$ cat config.mk
export PLATFORM = sky130hd
export DESIGN_NAME = _pipelined_tree_decoder
export DESIGN_NICKNAME = d
export VERILOG_FILES = /design/src/rtl/_pipelined_tree_decoder.sv
export SDC_FILE = /design/constraint.sdc
export NUM_CORES = 1
export LEC_CHECK = 0
export CAP_MARGIN = 15
export CORE_UTILIZATION = 40
export CTS_CLUSTER_DIAMETER = 80
export DETAILED_ROUTE_END_ITERATION = 6
export HOLD_SLACK_MARGIN = 0.06
export PLACE_DENSITY_LB_ADDON = 0.08
export SLEW_MARGIN = 15
export SYNTH_ARGS = -nofsm -noshare
export SYNTH_HDL_FRONTEND = slang
export SYNTH_SLANG_ARGS = --single-unit
$ cat constraint.sdc
create_clock -name clk -period 1.4 [get_ports clk]
set_input_delay 0.42 -clock clk [delete_from_list [all_inputs] [get_ports clk]]
set_output_delay 0.42 -clock clk [all_outputs]
set_load 0.02 [all_outputs]
$ cat src/rtl/_pipelined_tree_decoder.sv
// Pipelined one-hot tree decoder with valid/ready backpressure and out-of-range flagging.
// Define TREE_DECODER_HOLD_EN to keep out/out_error at their last values while out_valid is low.
module _pipelined_tree_decoder #(
    parameter int output_width   = 8,
    parameter int pipeline_depth = 2,
    localparam int sel_width     = $clog2((output_width > 1) ? output_width : 2)
) (
    input  logic                    clk,
    input  logic                    rst_n,
    input  logic                    enable,
    input  logic                    in_valid,
    output logic                    in_ready,
    input  logic [sel_width-1:0]    select,
    output logic                    out_valid,
    input  logic                    out_ready,
    output logic [output_width-1:0] out,
    output logic                    out_error
);

    localparam int full_width = 1 << sel_width;
    localparam int mid_stages = (pipeline_depth > 1) ? pipeline_depth - 1 : 1;
    localparam int base_bits  = sel_width / pipeline_depth;
    localparam int extra_bits = sel_width % pipeline_depth;
    localparam logic [sel_width:0] width_limit = (sel_width + 1)'(output_width);

    // Earlier stages take the leftover select bits.
    function automatic int chunk_bits(input int k);
        return base_bits + ((k < extra_bits) ? 1 : 0);
    endfunction

    function automatic int cum_bits(input int k);
        int sum;
        sum = 0;
        for (int i = 0; i <= k; i++) begin
            sum = sum + chunk_bits(i);
        end
        return sum;
    endfunction

    // Each line of the partial one-hot fans out into 2**c lines, one per chunk value.
    function automatic logic [full_width-1:0] expand(input logic [full_width-1:0] part,
                                                      input int c,
                                                      input logic [sel_width-1:0] chunk);
        logic [full_width-1:0] nxt;
        nxt = '0;
        for (int n = 0; n < full_width; n++) begin
            nxt[n] = part[sel_width'(n >> c)] & ((n % (1 << c)) == int'(chunk));
        end
        return nxt;
    endfunction

    logic [pipeline_depth-1:0] vld_s;
    logic [pipeline_depth-1:0] adv_s;

    logic                  mid_vld_r  [mid_stages];
    logic [full_width-1:0] mid_part_r [mid_stages];
    logic [sel_width-1:0]  mid_sel_r  [mid_stages];
    logic                  mid_en_r   [mid_stages];
    logic                  mid_oor_r  [mid_stages];

    logic                    last_vld_r;
    logic [output_width-1:0] out_r;
    logic                    err_r;

    // Advance chain: a stage moves when it is empty or everything downstream moves.
    always_comb begin
        adv_s = '0;
        adv_s[pipeline_depth-1] = ~vld_s[pipeline_depth-1] | out_ready;
        for (int k = pipeline_depth - 2; k >= 0; k--) begin
            adv_s[k] = ~vld_s[k] | adv_s[k+1];
        end
    end

    for (genvar k = 0; k < pipeline_depth; k++) begin : g_stage
        localparam int c_bits = chunk_bits(k);
        localparam int shift  = sel_width - cum_bits(k);

        logic                  src_vld_s;
        logic                  src_en_s;
        logic                  src_oor_s;
        logic [full_width-1:0] src_part_s;
        logic [full_width-1:0] next_part_s;
        logic [sel_width-1:0]  src_sel_s;
        logic [sel_width-1:0]  chunk_s;

        if (k == 0) begin : g_src_in
            assign src_vld_s  = in_valid;
            assign src_en_s   = enable;
            assign src_sel_s  = select;
            assign src_part_s = full_width'(1);
            assign src_oor_s  = {1'b0, select} >= width_limit;
        end else begin : g_src_mid
            assign src_vld_s  = mid_vld_r[k-1];
            assign src_en_s   = mid_en_r[k-1];
            assign src_sel_s  = mid_sel_r[k-1];
            assign src_part_s = mid_part_r[k-1];
            assign src_oor_s  = mid_oor_r[k-1];
        end

        assign chunk_s     = (src_sel_s >> shift) & sel_width'((1 << c_bits) - 1);
        assign next_part_s = expand(src_part_s, c_bits, chunk_s);

        if (k < pipeline_depth - 1) begin : g_mid
            assign vld_s[k] = mid_vld_r[k];

            // Intermediate stage register: partial one-hot plus the select carried forward.
            always_ff @(posedge clk) begin
                if (!rst_n) begin
                    mid_vld_r[k]  <= 1'b0;
                    mid_part_r[k] <= '0;
                    mid_sel_r[k]  <= '0;
                    mid_en_r[k]   <= 1'b0;
                    mid_oor_r[k]  <= 1'b0;
                end else if (adv_s[k]) begin
                    mid_vld_r[k]  <= src_vld_s;
                    mid_part_r[k] <= next_part_s;
                    mid_sel_r[k]  <= src_sel_s;
                    mid_en_r[k]   <= src_en_s;
                    mid_oor_r[k]  <= src_oor_s;
                end
            end
        end else begin : g_last
            assign vld_s[k] = last_vld_r;

            // Output stage: final decode, enable masking and error flag land directly in the output registers.
            always_ff @(posedge clk) begin
                if (!rst_n) begin
                    last_vld_r <= 1'b0;
                    out_r      <= '0;
                    err_r      <= 1'b0;
                end else if (adv_s[k]) begin
                    last_vld_r <= src_vld_s;
                    if (src_vld_s) begin
                        out_r <= src_en_s ? next_part_s[output_width-1:0] : '0;
                        err_r <= src_en_s & src_oor_s;
                    end else begin
`ifdef TREE_DECODER_HOLD_EN
                        out_r <= out_r;
                        err_r <= err_r;
`else
                        out_r <= '0;
                        err_r <= 1'b0;
`endif
                    end
                end
            end
        end
    end

    assign in_ready  = adv_s[0];
    assign out_valid = last_vld_r;
    assign out       = out_r;
    assign out_error = err_r;

endmodule

==> results.md <==
- Largest net degree at the start of global routing: 16
- Final Hold Vio Count: 0
- Multi-input logic area: 267 µm²
- Residual overflow from global routing: 0
- Fill cells: 144
- # H-tree levels: 1
- Nets: 88
- Tcrit/Tclk final: 106%
- Post-DP HPWL: 833 µm
- Setup TNS: -0.0790 ns
- Worst skew pair latency: 0.28 ns
- IO Pins: 19
- CTS Hold Bufs: 0
- Final worst slack: -0.0790 ns
- Wire per inst: 11.9 µm
- Min cycle time layout: 1.48 ns
- Switching pwr: 0.000178 W
- Cell count of the worst reg-to-reg path: 3
- Worst-path fanout max: 2
- Worst Skew: 0.00683 ns
- Worst EP arrival: 1.06 ns
- Via count: 523
- Final cell count without fillers: 95
- Seq/Total Area, Yosys: 56.7%
- CTS tree: done
- Initial Utilization: 44.1%
- Status: complete, but fails checks
- Port Buffers: 17
- Clock power frac: 29.6%
- Area grow syn2layout: 33.6%
- Starting DRT DRC Count: 15
- Post-synthesis cell type count: 18
- Part of the power in registers: 60.4%
- Vias per inst: 5.51
- TritonCTS Buffers: 3
- End of the worst hold path: out[3]
- Remaining DRCs: 6
- Slew Limit Fails: 0
- Setup WS pre-CTS: -0.764 ns
- Hold path depth: 2
- Root buffer cell: clkbuf_4
- Syn Std Cell Area: 688 µm²
- Site Rows: 14
- Syn avg cell area: 12.1 µm²
- Worst R2R Start: mid_vld_r[0]
- Core ar.: 1560 µm²
- DIE WIDTH: 43.5 µm
- Clk slew on worst S/H paths: 0.09 ns
- GP Congestion: 0.707
- Reg-to-Reg End: mid_part_r[0][3]
- CP required: 0.98 ns
- FF+latch count, synth: 16
- Synth Net Count: 65
- Critical Path End Type: primary output
- Antenna diode count: 0
- WS Path Type: flip-flop to primary output
- Hold Crit Class: flip-flop to flip-flop
- Failing checks: design-rule violations, negative setup slack
- RSZ-0062 raised after global routing: true
- Max Fclk: 676 MHz
- MaxCap Viol Count: 0
- Die Area: 1890 µm²
- TritonRoute pass-1 iters: 7
- Lkg Pwr: 0.370 nW
- Cell Pwr Density: 906 nW/µm²
- Ys Warns: 0
- Clock sinks: 16
- Placed instance count: 91
- CP startpoint kind: flip-flop
- Final antenna-violating net count: 0
- Worst hold slack: 0.495 ns
- Total GRT Usage: 15.1%
- Vias in the first global route: 477
- Gate power share: 10.0%
- Setup violations, final: 1
- First-pass GRT wire length: 2060 µm
- Post-Synthesis Cells: 57
- Switch share: 21.3%
- Share of cells above drive strength 1: 22.8%
- Max clock buf depth: 2
- VDD IR max: 0.501 mV
- Initial antenna violation count: 0
- Pint: 0.000655 W
- Hold Crit Start: out[3]
- Drt total wl: 1130 µm
- FF-to-FF setup slack: 0.10 ns
- Storage cell area: 392 µm²
- Die height: 43.5 µm
[layout make-up]
class	count	area share, %
sequential	16	42.6
multi-input combinational	34	29.0
tap	16	2.18
timing repair buffer	24	23.0
inverter	1	0.408
clock buffer	4	2.86
[layer usage]
metal | GRT usage, % | up-vias | share of wire, %
met5 | 0 | - | 0
met4 | 11.3 | 0 | 2.8
met3 | 2.50 | 4 | 5.9
met2 | 24.2 | 20 | 48
met1 | 18.2 | 233 | 43
li1 | - | 266 | -
[placed cells by master, fill, tap and decap left out, types with 2 or more instances in the layout]
cell / synthesis / routed
edfxtp_1: 7 / 7
and3b_1: 4 / 4
and4bb_2: 2 / 2
clkdlybuf4s50_1: 0 / 6
dfxtp_1: 9 / 8
dlygate4sd2_1: 0 / 4
clkdlybuf4s15_1: 0 / 4
nand2_1: 5 / 5
o31ai_1: 8 / 8
buf_4: 1 / 8
clkbuf_4: 0 / 3
nand4b_1: 8 / 8
[cells in the mapped netlist]
cell / count / area (µm²)
nand3b_1: 1 / 7.51
dfxtp_1: 9 / 180
buf_2: 3 / 15.0
nor2b_1: 1 / 6.26
o31ai_1: 8 / 60.1
and4bb_2: 2 / 25.0
nand3_1: 1 / 5.00
nor4b_2: 1 / 15.0
nand2_1: 5 / 18.8
clkbuf_1: 2 / 7.51
conb_1: 1 / 3.75
and3b_1: 4 / 35.0
nand4b_1: 8 / 70.1
buf_4: 1 / 7.51
inv_1: 1 / 3.75
edfxtp_1: 7 / 210
and4b_1: 1 / 10.0
o21a_1: 1 / 7.51
[worst max path at each step]
stage / from / endpoint / slack [ns] / cells after the start
after CTS: mid_vld_r[0] / in_ready / -0.08 / 3
after global placement: out_ready / in_ready / -0.78 / 4
after detailed placement: out_ready / in_ready / -0.76 / 4
final: mid_vld_r[0] / in_ready / -0.08 / 3
after floorplan: out_valid / in_ready / 0.03 / 4
after global routing: mid_vld_r[0] / in_ready / -0.14 / 3
[worst max-delay path: stages (launching register included)]
cell and delay (ns):
edfxtp_1 0.39, and3b_1 0.20, inv_1 0.07, buf_6 0.11
[per-stage QoR]
| step | power (W) | area [µm²] | utilization, % |
|---|---|---|---|
| after global placement | 0.000598 | 902 | 57.9 |
| final | 0.000833 | 920 | 59.0 |
| after global routing | 0.000868 | 920 | 59.0 |
| after floorplan | 0.000555 | 692 | - |
| after detailed placement | 0.000599 | 902 | 57.9 |
| after CTS | 0.000838 | 915 | 58.7 |
[registers in the layout, summed over array words and instances (netlist names)]
| signal | cells |
|---|---|
| out | 8 |
| mid_part_r | 4 |
| mid_en_r | 1 |
| mid_sel_r | 1 |
| mid_vld_r | 1 |
| out_valid | 1 |
[power groups by stage]
| stage | Clock [W] | Combinational [W] | Sequential [W] |
|---|---|---|---|
| detailed placement | 0 | 0.0000849 | 0.000514 |
| global route | 0.000273 | 0.0000907 | 0.000505 |
| floorplan | 0 | 0.0000385 | 0.000517 |
| finish | 0.000247 | 0.0000830 | 0.000503 |
| global placement | 0 | 0.0000844 | 0.000514 |
| CTS | 0.000253 | 0.0000823 | 0.000503 |
[cell families (layout without fill, tap and decap cells)]
logic type	after synthesis	count (layout)	synth area share, %
compound gates	9	9	9.82
other cells	1	1	0.545
flops	16	16	56.7
buf+inv	7	29	4.91
simple gates	24	24	28.0
[repair_timing]
action	CTS	global route
endpoints found under the setup margin	29	8
setup buffers	0	0
endpoints found under the hold margin	0	0
gates resized for setup	20	7
Power figures use the tool's default switching activity.
